File: src/rtl/uart_cmd_pkg.sv
// -----------------------------------------------------------------------------
// uart_cmd_pkg
// Shared definitions for the UART command decoder: ASCII codes of the
// recognised command characters, the decoder state encoding, time-field
// limits and a small digit classification helper.
// -----------------------------------------------------------------------------
package uart_cmd_pkg;

  // Command and separator characters (upper/lower case accepted for letters)
  localparam logic [7:0] CHAR_R_UP  = 8'h52;
  localparam logic [7:0] CHAR_R_LO  = 8'h72;
  localparam logic [7:0] CHAR_C_UP  = 8'h43;
  localparam logic [7:0] CHAR_C_LO  = 8'h63;
  localparam logic [7:0] CHAR_M_UP  = 8'h4D;
  localparam logic [7:0] CHAR_M_LO  = 8'h6D;
  localparam logic [7:0] CHAR_T_UP  = 8'h54;
  localparam logic [7:0] CHAR_T_LO  = 8'h74;
  localparam logic [7:0] CHAR_CR    = 8'h0D;
  localparam logic [7:0] CHAR_LF    = 8'h0A;
  localparam logic [7:0] CHAR_SPACE = 8'h20;
  localparam logic [7:0] CHAR_0     = 8'h30;
  localparam logic [7:0] CHAR_9     = 8'h39;

  // Six digits HHMMSS are collected; index of the last one
  localparam logic [2:0] LAST_DIGIT_IDX = 3'd5;

  // Upper limits of the time fields
  localparam logic [6:0] HOUR_MAX   = 7'd23;
  localparam logic [6:0] MINSEC_MAX = 7'd59;

  typedef enum logic [1:0] {
    ST_IDLE     = 2'd0,
    ST_COLLECT  = 2'd1,
    ST_WAIT_EOL = 2'd2
  } state_t;

  // True for ASCII '0'..'9'
  function automatic logic is_digit(input logic [7:0] b);
    return (b >= CHAR_0) && (b <= CHAR_9);
  endfunction

endpackage

File: src/rtl/bcd2_to_bin.sv
// -----------------------------------------------------------------------------
// bcd2_to_bin
// Converts a two-digit BCD pair to binary and compares it against a limit.
// Ports:
//   tens[3:0], ones[3:0] : BCD digits (0..9 each)
//   limit[6:0]           : largest accepted value (inclusive)
//   value[6:0]           : tens*10 + ones (max 99, fits 7 bits)
//   in_range             : value <= limit
// -----------------------------------------------------------------------------
module bcd2_to_bin (
  input  logic [3:0] tens,
  input  logic [3:0] ones,
  input  logic [6:0] limit,
  output logic [6:0] value,
  output logic       in_range
);

  assign value    = ({3'b000, tens} * 7'd10) + {3'b000, ones};
  assign in_range = (value <= limit);

endmodule

File: src/rtl/uart_cmd_decoder.sv
// -----------------------------------------------------------------------------
// uart_cmd_decoder
// Decodes single-character button commands (R/C/M) and "THHMMSS<CR|LF>"
// set-time commands arriving byte by byte from a UART receiver.
// Ports:
//   clk             : system clock, rising edge
//   reset           : synchronous, active-low reset
//   rx_data[7:0]    : received byte, valid while rx_done=1
//   rx_done         : one-cycle byte strobe
//   btn_run_stop    : one-cycle pulse on 'R'/'r'
//   btn_clear       : one-cycle pulse on 'C'/'c'
//   btn_mode        : one-cycle pulse on 'M'/'m'
//   set_time_valid  : one-cycle pulse, set_* carry a new valid time
//   set_hour/min/sec: last committed time, held until the next commit
//   cmd_error       : one-cycle pulse on a rejected byte, command or timeout
// All pulses appear in the cycle after the rx_done cycle (or after the
// timeout terminal count) and are mutually exclusive.
// -----------------------------------------------------------------------------
module uart_cmd_decoder
  import uart_cmd_pkg::*;
#(
  parameter int CLOCK_FREQ = 100_000_000,
  parameter int TIMEOUT_MS = 1000
) (
  input  logic       clk,
  input  logic       reset,
  input  logic [7:0] rx_data,
  input  logic       rx_done,
  output logic       btn_run_stop,
  output logic       btn_clear,
  output logic       btn_mode,
  output logic       set_time_valid,
  output logic [4:0] set_hour,
  output logic [5:0] set_min,
  output logic [5:0] set_sec,
  output logic       cmd_error
);

  localparam int TIMEOUT_CYCLES = CLOCK_FREQ / 1000 * TIMEOUT_MS;
  localparam int TIMER_W = (TIMEOUT_CYCLES > 1) ? $clog2(TIMEOUT_CYCLES) : 1;
  localparam logic [TIMER_W-1:0] TIMER_TC = TIMER_W'(TIMEOUT_CYCLES - 1);

  state_t             state_r;
  logic [2:0]         digit_idx_r;
  logic [3:0]         digit_r [0:5];
  logic [TIMER_W-1:0] timer_r;

  logic [6:0] hour_value_s;
  logic [6:0] min_value_s;
  logic [6:0] sec_value_s;
  logic       hour_ok_s;
  logic       min_ok_s;
  logic       sec_ok_s;
  logic       time_ok_s;

  bcd2_to_bin u_hour (
    .tens     (digit_r[0]),
    .ones     (digit_r[1]),
    .limit    (HOUR_MAX),
    .value    (hour_value_s),
    .in_range (hour_ok_s)
  );

  bcd2_to_bin u_min (
    .tens     (digit_r[2]),
    .ones     (digit_r[3]),
    .limit    (MINSEC_MAX),
    .value    (min_value_s),
    .in_range (min_ok_s)
  );

  bcd2_to_bin u_sec (
    .tens     (digit_r[4]),
    .ones     (digit_r[5]),
    .limit    (MINSEC_MAX),
    .value    (sec_value_s),
    .in_range (sec_ok_s)
  );

  // The high bits dropped by truncation to the port widths are also required
  // to be zero, so a corrupted conversion can never commit an aliased value.
  assign time_ok_s = hour_ok_s && min_ok_s && sec_ok_s &&
                     (hour_value_s[6:5] == 2'b00) &&
                     (min_value_s[6] == 1'b0) &&
                     (sec_value_s[6] == 1'b0);

  // Command FSM, digit storage, timeout counter and registered outputs
  always_ff @(posedge clk) begin
    if (!reset) begin
      state_r        <= ST_IDLE;
      digit_idx_r    <= 3'd0;
      timer_r        <= '0;
      for (int i = 0; i < 6; i++) begin
        digit_r[i] <= 4'd0;
      end
      btn_run_stop   <= 1'b0;
      btn_clear      <= 1'b0;
      btn_mode       <= 1'b0;
      set_time_valid <= 1'b0;
      cmd_error      <= 1'b0;
      set_hour       <= 5'd0;
      set_min        <= 6'd0;
      set_sec        <= 6'd0;
    end else begin
      btn_run_stop   <= 1'b0;
      btn_clear      <= 1'b0;
      btn_mode       <= 1'b0;
      set_time_valid <= 1'b0;
      cmd_error      <= 1'b0;

      // A byte always wins over a coincident timeout
      if (rx_done) begin
        timer_r <= '0;
        case (state_r)
          ST_IDLE: begin
            case (rx_data)
              CHAR_R_UP, CHAR_R_LO: btn_run_stop <= 1'b1;
              CHAR_C_UP, CHAR_C_LO: btn_clear    <= 1'b1;
              CHAR_M_UP, CHAR_M_LO: btn_mode     <= 1'b1;
              CHAR_T_UP, CHAR_T_LO: begin
                digit_idx_r <= 3'd0;
                state_r     <= ST_COLLECT;
              end
              CHAR_CR, CHAR_LF, CHAR_SPACE: begin
                state_r <= ST_IDLE;
              end
              default: cmd_error <= 1'b1;
            endcase
          end

          ST_COLLECT: begin
            if (is_digit(rx_data)) begin
              // For '0'..'9' the low nibble equals byte - 0x30
              for (int i = 0; i < 6; i++) begin
                if (digit_idx_r == 3'(i)) begin
                  digit_r[i] <= rx_data[3:0];
                end
              end
              digit_idx_r <= digit_idx_r + 3'd1;
              if (digit_idx_r == LAST_DIGIT_IDX) begin
                state_r <= ST_WAIT_EOL;
              end else begin
                state_r <= ST_COLLECT;
              end
            end else begin
              cmd_error <= 1'b1;
              state_r   <= ST_IDLE;
            end
          end

          ST_WAIT_EOL: begin
            state_r <= ST_IDLE;
            if ((rx_data == CHAR_CR) || (rx_data == CHAR_LF)) begin
              if (time_ok_s) begin
                set_hour       <= hour_value_s[4:0];
                set_min        <= min_value_s[5:0];
                set_sec        <= sec_value_s[5:0];
                set_time_valid <= 1'b1;
              end else begin
                cmd_error <= 1'b1;
              end
            end else begin
              cmd_error <= 1'b1;
            end
          end

          default: state_r <= ST_IDLE;
        endcase
      end else if (state_r != ST_IDLE) begin
        if (timer_r == TIMER_TC) begin
          state_r   <= ST_IDLE;
          cmd_error <= 1'b1;
          timer_r   <= '0;
        end else begin
          timer_r <= timer_r + 1'b1;
        end
      end else begin
        timer_r <= '0;
      end
    end
  end

endmodule

File: config.mk
export PLATFORM = sky130hd
export DESIGN_NAME = uart_cmd_decoder
export DESIGN_NICKNAME = d
export VERILOG_FILES = /design/src/rtl/uart_cmd_pkg.sv /design/src/rtl/bcd2_to_bin.sv /design/src/rtl/uart_cmd_decoder.sv
export SDC_FILE = /design/constraint.sdc
export NUM_CORES = 1
export LEC_CHECK = 0
export ABC_AREA = 1
export CAP_MARGIN = 20
export CORE_AREA = 4 4 90 101
export DETAILED_ROUTE_END_ITERATION = 10
export DIE_AREA = 0 0 94 105
export PLACE_DENSITY = 0.83
export SYNTH_ARGS = -nofsm -noshare
export SYNTH_HDL_FRONTEND = slang
export SYNTH_SLANG_ARGS = --single-unit
File: constraint.sdc
create_clock -name clk -period 3.33 [get_ports clk]
set_clock_uncertainty 0.05 [all_clocks]
set_input_delay 0.333 -clock clk [delete_from_list [all_inputs] [get_ports clk]]
set_output_delay 0.333 -clock clk [all_outputs]
set_load 0.02 [all_outputs]
==> flow_summary.ini <==
[timing]
setup_viol = 0
rsz0062_at_grt = no
hold_ws_ns = 0.457
post-route-period-util = 0.913
worst_slew_pin_slew_ns = 0.710
max-slew-margin-rel = 0.525
report.final.hold_viol_count = 0
max_freq_ghz = 0.329
setup_tns_ns = 0
slew_viol_final = 0
fin_crit_ns = 3.04

[floorplanning]
pin_count = 33
std_cell_rows = 35
start_util = 0.571
die_h_microns = 105
core_sq_um = 8150
die_area_sq_um = 9870
die_x_microns = 94

[routing]
via_per_inst = 5.24
drc = 0
drt_iter0_markers = 221
wl_per_cell_microns = 13.1
antenna_left = 0
vias = 4075
wirelength_microns = 10200
firstDrtPassIters = 5

[hold_path]
hold_depth = 1
hold_path_class = reg -> reg
hp-start = timer_r[0]$_SDFF_PP0_
min_to = timer_r[0]$_SDFF_PP0_

[synth]
synth_most_common_cell = nand2_1
ys_warn_count = 0
ys_types = 39
yosysSeqAreaShare = 0.388
netlist.area_leader.share = 0.233
synth_area_sq_um = 4650
synth_nets = 669
synth_edf_count = 24
netlist_instances = 627
synth_area_leader_cell = dfxtp_1
synthFlopType = dfxtp_1
synth_area_leaders = dfxtp_1, edfxtp_1, nand2_1
synthArstFlopShare = 0
avgSynthCellArea_sq_um = 7.41
ys_ff_latch = 78
synth_commonest_cells = nand2_1, nor2_1, inv_1

[worst_setup_path]
crit_required_ns = 3.53
rr_startpoint = digit_r[2][1]$_SDFFCE_PN0P_
crit_type = reg -> reg
r2r_cells = 12
reg2reg_to = set_min[0]$_SDFFE_PN0P_
r2r_slack_ns = 0.29
crit_path_start_kind = register
crit_arrival_ns = 3.24
end_kind = register
worstPathMaxFanout = 11

[placement]
gp_congestion = 0.936
numPortBuffers = 32
placed_area_sq_um = 5060
post-dp-hpwl_microns = 7920

[clocking]
cts_hold_buffers = 0
clk_pin_slew_worst_paths_ns = 0.10
cts_tree = done
cts_root_buf = clkbuf_8
cts_buffers = 9
clock_latency_ns = 0.36
htreeDepth = 3
post_cts.repair.setup_buffers = 0
cts_sinks = 78
cts_buffer_depth = 2
cts_resized = 0

[grt]
grt_pass1_wl_microns = 17200
gr-usage-all-layers = 0.215
grt-ovfl-total = 0
grt_max_degree = 21
antenna_found_initial = 0
grt_pass1_vias = 3907

[power_and_ir_drop]
p_seq_frac = 0.523
powerDensity_nw_per_um2 = 366
swShare = 0.276
ir_drop_mv = 0.294
p_leak_nw = 2.24
p_comb_frac = 0.109
power.internal_mw = 1.39
power_frac_clock = 0.367
switching_power_mw = 0.532

[finish]
synthToLayoutAreaGrowth_pct = 13.1
fin_area_sq_um = 5260
diodes = 0
num-nets-final = 703
drive_above_1_share = 0.0661
postLayoutCoreUtil = 0.645

[run_status]
outcome = finished, final reports clean

[run]
maxCapViolations = 0
==> cells by family after synthesis <==
kind of cell	Yosys count	synth area share
AND/OR/NAND/NOR	357	0.355
buffers and inverters	112	0.0953
flip-flops	78	0.388
AO/OA/AOI/OAI	35	0.0428
adder cells (fa/ha/maj)	31	0.0931
XOR/XNOR	14	0.0264
==> worst max-delay path, cell delays in order (launching register included) <==
cell and delay [ns]:
edfxtp_1 0.44, ha_1 0.33, ha_1 0.21, inv_1 0.07, fa_1 0.45, nor2_1 0.24
nand3_1 0.13, nand3_1 0.09, nand4_1 0.09, nor2_1 0.13, nand4_1 0.39, nor2_1 0.24
nor2_1 0.07
==> stage by stage <==
stage	power, mW	std cells	setup WS [ns]
after floorplan	1.17	627	0.777
after detailed placement	1.23	761	0.321
after global routing	2.00	777	0.0357
after CTS	1.93	777	0.302
after global placement	1.23	761	0.492
final	1.92	777	0.290
==> sequential cells by signal, summed over array words and instances (netlist names) <==
name            flops
timer_r            27
digit_r            24
set_min             6
set_sec             6
set_hour            5
digit_idx_r         3
state_r             2
btn_clear           1
btn_mode            1
btn_run_stop        1
cmd_error           1
set_time_valid      1
==> power by group through the flow <==
stage | clock network (mW) | logic, mW | registers (mW)
after floorplan | 0 | 0.147 | 1.03
after global placement | 0 | 0.198 | 1.03
after detailed placement | 0 | 0.206 | 1.03
after CTS | 0.713 | 0.209 | 1.01
after global routing | 0.752 | 0.238 | 1.01
final | 0.707 | 0.211 | 1.01
==> final cells by class <==
cell class | instances | area [sq um]
clock buffers | 10 | 149
inverters | 101 | 379
flip-flops and latches | 78 | 1800
clock inverters | 6 | 50.0
multi-input cells | 437 | 2400
well taps | 111 | 139
fillers | 712 | 2890
repair buffers | 34 | 335
==> worst max path at each step <==
stage,startpoint,end,slack [ns],depth (start not counted)
final,digit_r[2][1]$_SDFFCE_PN0P_,set_min[0]$_SDFFE_PN0P_,0.29,12
after global routing,digit_r[2][3]$_SDFFCE_PN0P_,set_min[0]$_SDFFE_PN0P_,0.04,12
after CTS,digit_r[0][1]$_SDFFCE_PN0P_,set_min[0]$_SDFFE_PN0P_,0.30,12
after detailed placement,digit_r[2][1]$_SDFFCE_PN0P_,set_min[0]$_SDFFE_PN0P_,0.32,12
after global placement,digit_r[2][1]$_SDFFCE_PN0P_,set_sec[0]$_SDFFE_PN0P_,0.49,12
after floorplan,digit_r[2][1]$_SDFFCE_PN0P_,set_min[2]$_SDFFE_PN0P_,0.78,13
==> layout by cell type (no fill, tap or decap), types with 16 or more instances in the layout <==
cell and instances:
nand3_1 43, edfxtp_1 24, nand2_1 127, nor2_1 106, dfxtp_1 54, clkdlybuf4s50_1 32, a21oi_1 16, nor3_1 21
inv_1 99, ha_1 25, nand4_1 21
==> metal layers <==
layer / share of wire / track usage / vias to the layer above / wire, microns
met1: 0.43 / 0.258 / 1861 / 4390
met5: 0 / 0 / - / 0
met3: 0.040 / 0.0353 / 16 / 408
li1: - / - / 2087 / -
met4: 0.018 / 0.0681 / 0 / 185
met2: 0.51 / 0.388 / 111 / 5190
Power figures use the tool's default switching activity.
